<file path="src/rtl/fp27_pkg.sv">
// Shared definitions for the 27-bit float format (1 sign, 8 exponent, 18 mantissa)
// and the sum sequencer FSM encoding.
package fp27_pkg;

  localparam int FP_W     = 27;
  localparam int EXP_W    = 8;
  localparam int MAN_W    = 18;
  localparam int EXP_BIAS = 127;

  localparam int SIGN_BIT = 26;
  localparam int EXP_MSB  = 25;
  localparam int EXP_LSB  = 18;
  localparam int MAN_MSB  = 17;
  localparam int MAN_LSB  = 0;

  localparam logic [FP_W-1:0] FP27_ZERO = 27'h0;

  typedef enum logic [1:0] {
    ST_IDLE = 2'd0,
    ST_ACC  = 2'd1,
    ST_WAIT = 2'd2,
    ST_DONE = 2'd3
  } fsm_state_t;

endpackage

</file>
<file path="src/rtl/fp_sum_sequencer.sv">
// Serially accumulates each s_last-terminated packet of floats through an external
// fixed-latency adder and presents one sum (plus element count) per packet.
module fp_sum_sequencer
  import fp27_pkg::*;
#(
  parameter int ADD_LAT = 2,
  parameter int CNT_W   = 16
) (
  input  logic             clk_pll,
  input  logic             rst_n,
  input  logic             s_valid,
  output logic             s_ready,
  input  logic [FP_W-1:0]  s_data,
  input  logic             s_last,
  output logic [FP_W-1:0]  add_a,
  output logic [FP_W-1:0]  add_b,
  input  logic [FP_W-1:0]  add_sum,
  output logic             m_valid,
  input  logic             m_ready,
  output logic [FP_W-1:0]  m_data,
  output logic [CNT_W-1:0] m_count,
  output logic [1:0]       state_dbg
);

  localparam int LAT_W = (ADD_LAT < 1) ? 1 : $clog2(ADD_LAT + 1);

  fsm_state_t       state, state_nxt;
  logic             started;
  logic [FP_W-1:0]  acc;
  logic [CNT_W-1:0] cnt;
  logic [LAT_W-1:0] lat;
  logic             last_q;
  logic             s_fire, m_fire, lat_done;

  // Handshakes: a beat moves on a rising edge where valid & ready are both high.
  // s_ready depends only on FSM state, m_valid only on FSM state (never on m_ready).
  always_comb begin
    s_ready   = started && (state == ST_IDLE || state == ST_ACC);
    m_valid   = (state == ST_DONE);
    s_fire    = s_valid && s_ready;
    m_fire    = m_valid && m_ready;
    lat_done  = (lat == LAT_W'(ADD_LAT));
    state_nxt = state;
    case (state)
      ST_IDLE: if (s_fire) state_nxt = s_last ? ST_DONE : ST_ACC;
      ST_ACC:  if (s_fire) state_nxt = ST_WAIT;
      ST_WAIT: if (lat_done) state_nxt = last_q ? ST_DONE : ST_ACC;
      ST_DONE: if (m_fire) state_nxt = ST_IDLE;
      default: state_nxt = ST_IDLE;
    endcase
  end

  always_ff @(posedge clk_pll or negedge rst_n) begin
    if (!rst_n) begin
      state   <= ST_IDLE;
      started <= 1'b0;
      acc     <= FP27_ZERO;
      add_a   <= FP27_ZERO;
      add_b   <= FP27_ZERO;
      cnt     <= '0;
      lat     <= '0;
      last_q  <= 1'b0;
    end else begin
      state   <= state_nxt;
      started <= 1'b1;
      case (state)
        ST_IDLE: begin
          // First element seeds the sum directly, so a lone element is bit-exact.
          if (s_fire) begin
            acc <= s_data;
            cnt <= CNT_W'(1);
          end
        end
        ST_ACC: begin
          if (s_fire) begin
            add_a  <= acc;
            add_b  <= s_data;
            last_q <= s_last;
            lat    <= '0;
            if (cnt != '1) cnt <= cnt + CNT_W'(1);
          end
        end
        ST_WAIT: begin
          lat <= lat + LAT_W'(1);
          if (lat_done) acc <= add_sum;
        end
        default: ;
      endcase
    end
  end

  assign m_data    = acc;
  assign m_count   = cnt;
  assign state_dbg = state;

endmodule

</file>
<file path="config.mk">
export PLATFORM = sky130hd
export DESIGN_NAME = fp_sum_sequencer
export DESIGN_NICKNAME = d
export VERILOG_FILES = /design/src/rtl/fp27_pkg.sv /design/src/rtl/fp_sum_sequencer.sv
export SDC_FILE = /design/constraint.sdc
export NUM_CORES = 1
export LEC_CHECK = 0
export CAP_MARGIN = 5
export CORE_ASPECT_RATIO = 1.25
export CORE_MARGIN = 5
export CORE_UTILIZATION = 49
export CTS_CLUSTER_DIAMETER = 80
export CTS_CLUSTER_SIZE = 25
export DETAILED_ROUTE_END_ITERATION = 8
export PLACE_DENSITY = 0.93
export SKIP_LAST_GASP = 1
export SYNTH_ARGS = -nofsm -noshare
export SYNTH_HDL_FRONTEND = slang
export SYNTH_SLANG_ARGS = --single-unit
</file>
<file path="constraint.sdc">
create_clock -name clk_pll -period 3.2 [get_ports clk_pll]
set_input_delay 0.8 -clock clk_pll [delete_from_list [all_inputs] [get_ports clk_pll]]
set_output_delay 0.8 -clock clk_pll [all_outputs]
set_load 0.05 [all_outputs]
</file>
==> results of run 1 <==
worst paths after layout:
path,to,slack [ns]
max reg2reg,m_data[3]$_DFFE_PN0P_,0.99
min reg2reg,add_b[25]$_DFFE_PN0P_,0.48
max,m_valid,0.39
min,m_count[11]$_DFFE_PN0P_,0.48
min in group clk_pll,add_b[25]$_DFFE_PN0P_,0.48
max in group asynchronous,add_b[13]$_DFFE_PN0P_,2.00
cells in the final DEF (no fill, tap or decap), types with 2 or more instances in the layout:
| cell type | instances |
|---|---|
| a21oi_1 | 34 |
| a31oi_1 | 4 |
| and2_1 | 2 |
| and3_1 | 2 |
| and4_1 | 2 |
| buf_4 | 6 |
| bufinv_16 | 3 |
| clkbuf_16 | 9 |
| clkdlybuf4s50_1 | 158 |
| clkinvlp_4 | 2 |
| dfrtp_1 | 103 |
| ha_1 | 2 |
| inv_1 | 2 |
| mux2i_1 | 27 |
| nand2_1 | 180 |
| nand3_1 | 9 |
| nand4_1 | 5 |
| nor2_1 | 32 |
| nor3_1 | 2 |
| o211ai_1 | 4 |
| o21ai_0 | 9 |
| o311ai_0 | 6 |
| o311ai_1 | 4 |
| or3_1 | 2 |
routing by layer:
layer	global-route usage [%]	part of all wire, %
met1	30.26	39
met2	40.48	52
met3	4.220	6.5
met4	9.164	2.2
met5	0	0
worst max-delay path, cell delays in order, from the launching register on:
cell,delay (ns)
dfrtp_1,0.68
and2_1,0.20
clkdlybuf4s50_1,0.80
layout make-up:
class / instances / area (um^2)
clock buffer: 11 / 242.7
sequential: 103 / 2577
inverter: 2 / 7.507
multi-input combinational: 348 / 1819
fill: 682 / 2572
clock inverter: 5 / 105.1
tap: 123 / 153.9
timing repair buffer: 165 / 1647
state kept, by name (all words and copies together) (netlist names):
name	cells
lat	2
last_q	1
m_data	27
started	1
state_dbg	2
add_a	27
add_b	27
m_count	16
kinds of logic after synthesis:
group / after synthesis
XOR/XNOR: 1
AND/OR/NAND/NOR: 250
AO/OA/AOI/OAI: 67
buffers and inverters: 30
flip-flops: 103
other: 1
adder cells (fa/ha/maj): 2
multiplexers: 27
metrics by stage:
| stage | instances | utilization, % | area [um^2] | total power [mW] | setup slack, ns |
|---|---|---|---|---|---|
| finish | 757 | 71.81 | 6553 | 7.791 | 0.3925 |
| global route | 757 | 71.81 | 6553 | 8.159 | 0.3072 |
| global placement | 741 | 68.00 | 6205 | 6.438 | 0.6538 |
| CTS | 757 | 71.81 | 6553 | 7.842 | 0.3776 |
| detailed placement | 741 | 68.00 | 6205 | 6.561 | 0.6083 |
| floorplan | 481 | - | 4541 | 5.005 | 0.8919 |
power by group:
group	total, mW	internal [mW]	leakage, nW	switching (mW)
Clock	1.25	0.786	0.162	0.459
Combinational	4.23	1.37	1.64	2.86
Sequential	2.32	1.85	1.26	0.466
synthesized netlist by cell type, types with 4 or more instances:
cell      count
nor2_1       32
o311ai_1      4
nand3_1       9
buf_2        16
nand4_1       5
a31oi_1       4
mux2i_1      27
o21ai_0       9
o311ai_0      6
o211ai_1      4
nand2_1     180
clkbuf_1      8
dfrtp_1     103
a21oi_1      34
==> metrics.yaml, run 1 <==
status: "completed"
synth_enable_flop_cells: 0
nNetsFinal: 690
cts_made_buffers: 9
finClkSkew_ns: 0.01061
synth_xor_area_share_pct: 0.1929
p_per_area_nw_per_um2: 1189
diodes: 0
syn-mean-instance-area_um2: 9.440
dieArea_um2: 11300
yosys.area_share.simple_pct: 23.81
synth_mux_area_share_pct: 5.952
rsz0062_at_grt: "no"
synth_top_area_cell: "dfrtp_1"
synthTopCellsByArea: "dfrtp_1 57%, nand2_1 15%, mux2i_1 6.0%, a21oi_1 3.7%, nor2_1 2.6%"
hold_viol_final: 0
synth_cell_types: 42
die_y_um: 117.6
clock-sinks: 103
synth_top_family_by_area: "simple AND/OR/NAND/NOR gates"
coreArea_um2: 9125
setup_violations: 0
startpoint: "state_dbg[0]$_DFFE_PN0P_"
synth_compound_area_share_pct: 9.231
htree_levels: 3
tns_ns: 0
cp_max_fo: 14
grt_usage_pct: 24.06
period_share_pct: 87.73
via_count: 4105
netlist_instances: 481
grt_pass1_vias: 4292
cts_tree: "done"
cts_root_buffer: "clkbuf_16"
port_buffers: 159
rows: 39
drt_iter0_drc: 235
hpwl_um: 9688
grt.overflow.total: 0
routedWlPerCell_um: 17.59
ant_nets: 0
clock_latency_ns: 0.33
slew_viol_final: 0
max_slew_margin_pct: 54.82
crit_path_start_kind: "flip-flop"
drc: 0
wirelength_um: 13320
worst_pin_slew_ns: 0.6777
syn_area_um2: 4541
syn_nets: 542
crit_required_ns: 2.40
drv_cap: 0
yosys.area.top_type_share_pct: 56.76
async_reset_ff_share_pct: 100.0
path_clk_slew_ns: 0.07
peakVddDrop_mv: 0.7543
synth_seq_cells: 103
fp.dieW_um: 96.10
cp.arrival_ns: 2.01
hold_class: "in -> async"
cts_setup_buffers: 0
cts-resized-gates: 0
pin_count: 160
ys_warn_count: 0
grt_max_degree: 63
synth_fa_ha_area_share_pct: 0.5511
area_growth_pct: 44.31
path_class: "reg -> out"
start_util_pct: 49.76
r2r-start: "state_dbg[0]$_DFFE_PN0P_"
drive_gt1_share_pct: 5.363
gp_congestion: 0.8914
cts_max_path_buffers: 2
ctsHoldBuffers: 0
min_period_ns: 2.807
clock.fmax_mhz: 356.2
firstDrtPassIters: 5
grt_first_pass_wirelength_um: 21430
ys_seq_area_share_pct: 56.76
p_leak_nw: 3.065
worst_setup_path_end_kind: "output pin"
hold_slack_ns: 0.4761
routed_via_density: 5.423
ff2ff_path_depth: 4
antenna_found_initial: 0
synth_flop_cell: "dfrtp_1"
No activity file was read; power rests on OpenSTA's default activity.
==> inputs of run 2 (changes only) <==
--- a/config.mk
+++ b/config.mk
@@ -8,11 +8,13 @@
 export CAP_MARGIN = 5
 export CORE_ASPECT_RATIO = 1.25
 export CORE_MARGIN = 5
-export CORE_UTILIZATION = 49
+export CORE_UTILIZATION = 65
 export CTS_CLUSTER_DIAMETER = 80
 export CTS_CLUSTER_SIZE = 25
 export DETAILED_ROUTE_END_ITERATION = 8
-export PLACE_DENSITY = 0.93
+export DONT_BUFFER_PORTS = 1
+export PLACE_DENSITY = 0.8
+export REMOVE_ABC_BUFFERS = 1
 export SKIP_LAST_GASP = 1
 export SYNTH_ARGS = -nofsm -noshare
 export SYNTH_HDL_FRONTEND = slang
==> metrics.yaml, run 2 (synthesis gave the netlist of run 1 again) <==
status: "completed"
cts_root_buffer: "clkbuf_8"
place_inst: 552
grt_max_degree: 104
gp_congestion: 0.8973
postLayoutCellArea_um2: 4811
rsz0062_at_grt: "no"
rows: 34
coreArea_um2: 6892
path_class: "reg -> out"
fin_cells: 568
cts_setup_buffers: 0
finClkSkew_ns: 0.01345
routedWlPerCell_um: 18.20
grt.overflow.total: 0
fp.dieW_um: 84.76
use_met3_pct: 8.637
utilization_pct: 69.81
ant_nets: 0
pre_cts_ws_ns: 0.8685
p_leak_nw: 2.408
dieArea_um2: 8767
routed_via_density: 5.873
final_cell_mix: "180 x nand2_1, 103 x dfrtp_1, 34 x a21oi_1"
comb_power_share_pct: 19.2
area_growth_pct: 5.952
cts_max_path_buffers: 2
nNetsFinal: 534
grt_busiest_layer: "met2"
slew_viol_final: 0
max_stage_delay_ns: 0.84
wirelength_um: 10340
via_count: 3336
final_common_cell: "nand2_1"
clock.fmax_mhz: 389.6
port_buffers: 0
grt_pass1_vias: 3222
die_y_um: 103.4
pin_count: 160
slowest_stage: "dfrtp_1"
worst_setup_path_end_kind: "output pin"
firstDrtPassIters: 4
use_met2_pct: 37.31
drt_iter0_drc: 153
antenna_found_initial: 0
path_buf_inv: 0
post_dp_cell_area_um2: 4597
diodes: 0
grt_usage_pct: 23.86
drv_cap: 0
peakVddDrop_mv: 0.7309
hold_viol_final: 0
grt_util_met1_pct: 30.95
max_slew_margin_pct: 48.37
p_per_area_nw_per_um2: 1289
fin_ws_ns: 0.6330
clock-sinks: 103
grt_first_pass_wirelength_um: 16580
sequentialPowerShare_pct: 67.0
ctsHoldBuffers: 0
crit_required_ns: 2.40
switchingPower_mw: 3.511
hold_slack_ns: 0.1184
internal-power_mw: 2.689
tns_ns: 0
cp_max_fo: 13
hold_class: "in -> async"
cts_made_buffers: 9
start_util_pct: 65.89
crit_family: "flip-flops"
worst_pin_slew_ns: 0.7745
cts_tree: "done"
setup_violations: 0
drc: 0
period_share_pct: 80.22
drive_gt1_share_pct: 7.741
cp.arrival_ns: 1.77
crit_path_start_kind: "flip-flop"
p_sw_share_pct: 56.63
clock_latency_ns: 0.36
power.total_mw: 6.201
clkPwrFrac_pct: 13.8
crit_chain: "and2_1"
hpwl_um: 7108
min_period_ns: 2.567
cts-resized-gates: 0
path_clk_slew_ns: 0.11
htree_levels: 3
-- run 2: final cells by class --
class	instances	area, um^2
clock buffers	10	137.6
clock inverters	6	76.32
fillers	527	2081
inverters	2	7.507
multi-input cells	348	1819
flip-flops and latches	103	2577
well taps	90	112.6
repair buffers	9	80.08
-- run 2: power groups by stage --
stage	clock [mW]	sequential (mW)	combinational [mW]
4_1_cts	0.872	4.17	1.20
3_5_place_dp	0	4.20	1.20
5_1_grt	0.930	4.23	1.37
2_1_floorplan	0	4.06	0.901
6_report	0.853	4.16	1.19
3_3_place_gp	0	4.18	1.14
-- run 2: layer usage --
metal  vias up  part of all wire, %
li1       1593                    -
met1      1577                   38
met2       156                   51
met3        10                  9.5
met4         0                  1.2
met5         -                    0
-- run 2: final timing paths --
kind / from / endpoint / slack (ns) / depth (start not counted)
hold reg to reg: lat[0]$_DFFE_PN0P_ / lat[0]$_DFFE_PN0P_ / 0.50 / 1
hold / removal: rst_n / add_b[6]$_DFFE_PN0P_ / 0.12 / 0
setup reg to reg: m_count[0]$_DFFE_PN0P_ / m_count[3]$_DFFE_PN0P_ / 0.82 / 5
max in group asynchronous: rst_n / m_count[11]$_DFFE_PN0P_ / 2.91 / 0
min in group clk_pll: lat[0]$_DFFE_PN0P_ / lat[0]$_DFFE_PN0P_ / 0.50 / 1
setup / recovery: state_dbg[1]$_DFFE_PN0P_ / m_valid / 0.63 / 1
==> inputs of run 3 (changes only) <==
--- a/config.mk
+++ b/config.mk
@@ -8,12 +8,12 @@
 export CAP_MARGIN = 5
 export CORE_ASPECT_RATIO = 1.25
 export CORE_MARGIN = 5
-export CORE_UTILIZATION = 65
+export CORE_UTILIZATION = 57
 export CTS_CLUSTER_DIAMETER = 80
 export CTS_CLUSTER_SIZE = 25
 export DETAILED_ROUTE_END_ITERATION = 8
 export DONT_BUFFER_PORTS = 1
-export PLACE_DENSITY = 0.8
+export PLACE_DENSITY = 0.74
 export REMOVE_ABC_BUFFERS = 1
 export SKIP_LAST_GASP = 1
 export SYNTH_ARGS = -nofsm -noshare
==> constraint.sdc (replaced) <==
create_clock -name clk_pll -period 2.2 [get_ports clk_pll]
set_input_delay 0.55 -clock clk_pll [delete_from_list [all_inputs] [get_ports clk_pll]]
set_output_delay 0.55 -clock clk_pll [all_outputs]
set_load 0.05 [all_outputs]
==> metrics.yaml, run 3 (synthesis gave the netlist of run 1 again) <==
diodes: 0
grt.overflow.total: 0
worst_setup_path_end_kind: "output pin"
internal-power_mw: 3.989
grt_max_degree: 104
gp_congestion: 0.8852
nNetsFinal: 553
period_share_pct: 88.70
r2r-start: "state_dbg[0]$_DFFE_PN0P_"
cts_setup_buffers: 0
path_class: "reg -> out"
crit_required_ns: 1.65
die_y_um: 109.8
firstDrtPassIters: 6
rsz0062_at_grt: "no"
crit_path_start_kind: "flip-flop"
violations: "negative hold slack"
drv_cap: 0
fp.dieW_um: 89.83
hpwl_um: 7426
hold_viol_final: 103
clock.fmax_mhz: 512.4
worst_pin_slew_ns: 0.6175
cts_root_buffer: "clkbuf_8"
status: "complete, but fails checks"
utilization_pct: 63.78
max_slew_margin_pct: 58.38
p_sw_share_pct: 55.99
drive_gt1_share_pct: 11.07
p_per_area_nw_per_um2: 1824
routed_via_density: 5.742
coreArea_um2: 7792
tns_ns: 0
via_count: 3399
final_cell_mix: "180 x nand2_1, 103 x dfrtp_1, 34 x a21oi_1"
finClkSkew_ns: 0.005810
sequentialPowerShare_pct: 64.4
ant_nets: 0
reg2reg_to: "m_count[6]$_DFFE_PN0P_"
cts_tree: "done"
cts_max_path_buffers: 2
slew_viol_final: 0
comb_power_share_pct: 22.6
antenna_found_initial: 0
routedWlPerCell_um: 17.94
p_leak_nw: 2.519
ff2ff_path_depth: 5
clkPwrFrac_pct: 13.0
hold_slack_ns: -0.1166
wirelength_um: 10620
htree_levels: 3
area_growth_pct: 9.452
dieArea_um2: 9862
cp_max_fo: 7
n_fill_cell: 653
grt_pass1_vias: 3451
cp.arrival_ns: 1.40
cts_made_buffers: 9
min_period_ns: 1.951
grt_first_pass_wirelength_um: 17280
peakVddDrop_mv: 1.076
pin_count: 160
rows: 36
start_util_pct: 58.27
switchingPower_mw: 5.076
setup_violations: 0
power.total_mw: 9.065
grt_usage_pct: 21.57
final_common_cell: "nand2_1"
port_buffers: 0
clock-sinks: 103
r2r_setup_slack_ns: 0.35
hold_class: "in -> async"
clock_latency_ns: 0.35
path_clk_slew_ns: 0.09
cts-resized-gates: 0
drc: 0
drt_iter0_drc: 196
## run 3: worst max-delay path by stage
stage                                  start                      to  slack (ns)  cells past startpoint
finish              state_dbg[1]$_DFFE_PN0P_                 m_valid        0.25                      3
detailed placement  state_dbg[0]$_DFFE_PN0P_  m_count[9]$_DFFE_PN0P_        0.42                      3
floorplan           state_dbg[0]$_DFFE_PN0P_  m_count[8]$_DFFE_PN0P_       -0.47                      4
global placement      m_count[0]$_DFFE_PN0P_  m_count[4]$_DFFE_PN0P_        0.45                      5
global route        state_dbg[1]$_DFFE_PN0P_                 m_valid        0.14                      3
CTS                 state_dbg[1]$_DFFE_PN0P_                 m_valid        0.22                      3
## run 3: routing by layer
metal	up-vias	share of wire, %	track usage [%]
met4	0	1.4	8.747
met3	10	8.7	7.255
met5	-	0	0
met2	122	50	34.68
met1	1641	40	26.96
li1	1626	-	-
## run 3: per-stage QoR
stage	instance area (um^2)	hold WS, ns	setup slack [ns]	instances
after floorplan	4393	0.2544	-0.4706	453
after global placement	4771	0.2569	0.4482	576
after global routing	4970	-0.1430	0.1359	592
after CTS	4970	-0.1387	0.2244	592
final	4970	-0.1166	0.2485	592
after detailed placement	4771	0.2572	0.4167	576
## run 3: final cells by class
cell class | count | area (um^2) | area share, %
Sequential cell | 103 | 2577 | 51.86
Tap cell | 95 | 118.9 | 2.392
Multi-Input combinational cell | 348 | 1819 | 36.61
Clock inverter | 5 | 57.56 | 1.158
Inverter | 2 | 7.507 | 0.1511
Clock buffer | 11 | 141.4 | 2.845
Timing Repair Buffer | 28 | 247.7 | 4.985
## run 3: power groups by stage
stage	sequential [mW]	combinational [mW]	clock (mW)
2_1_floorplan	5.90	1.31	0
3_3_place_gp	5.88	1.98	0
3_5_place_dp	5.90	2.07	0
4_1_cts	5.87	2.06	1.20
5_1_grt	5.97	2.32	1.27
6_report	5.84	2.04	1.18
## run 3: critical path, cell delays in order, from the launching register on
cell,delay (ns)
dfrtp_1,0.43
buf_4,0.27
and2_1,0.16
buf_4,0.19
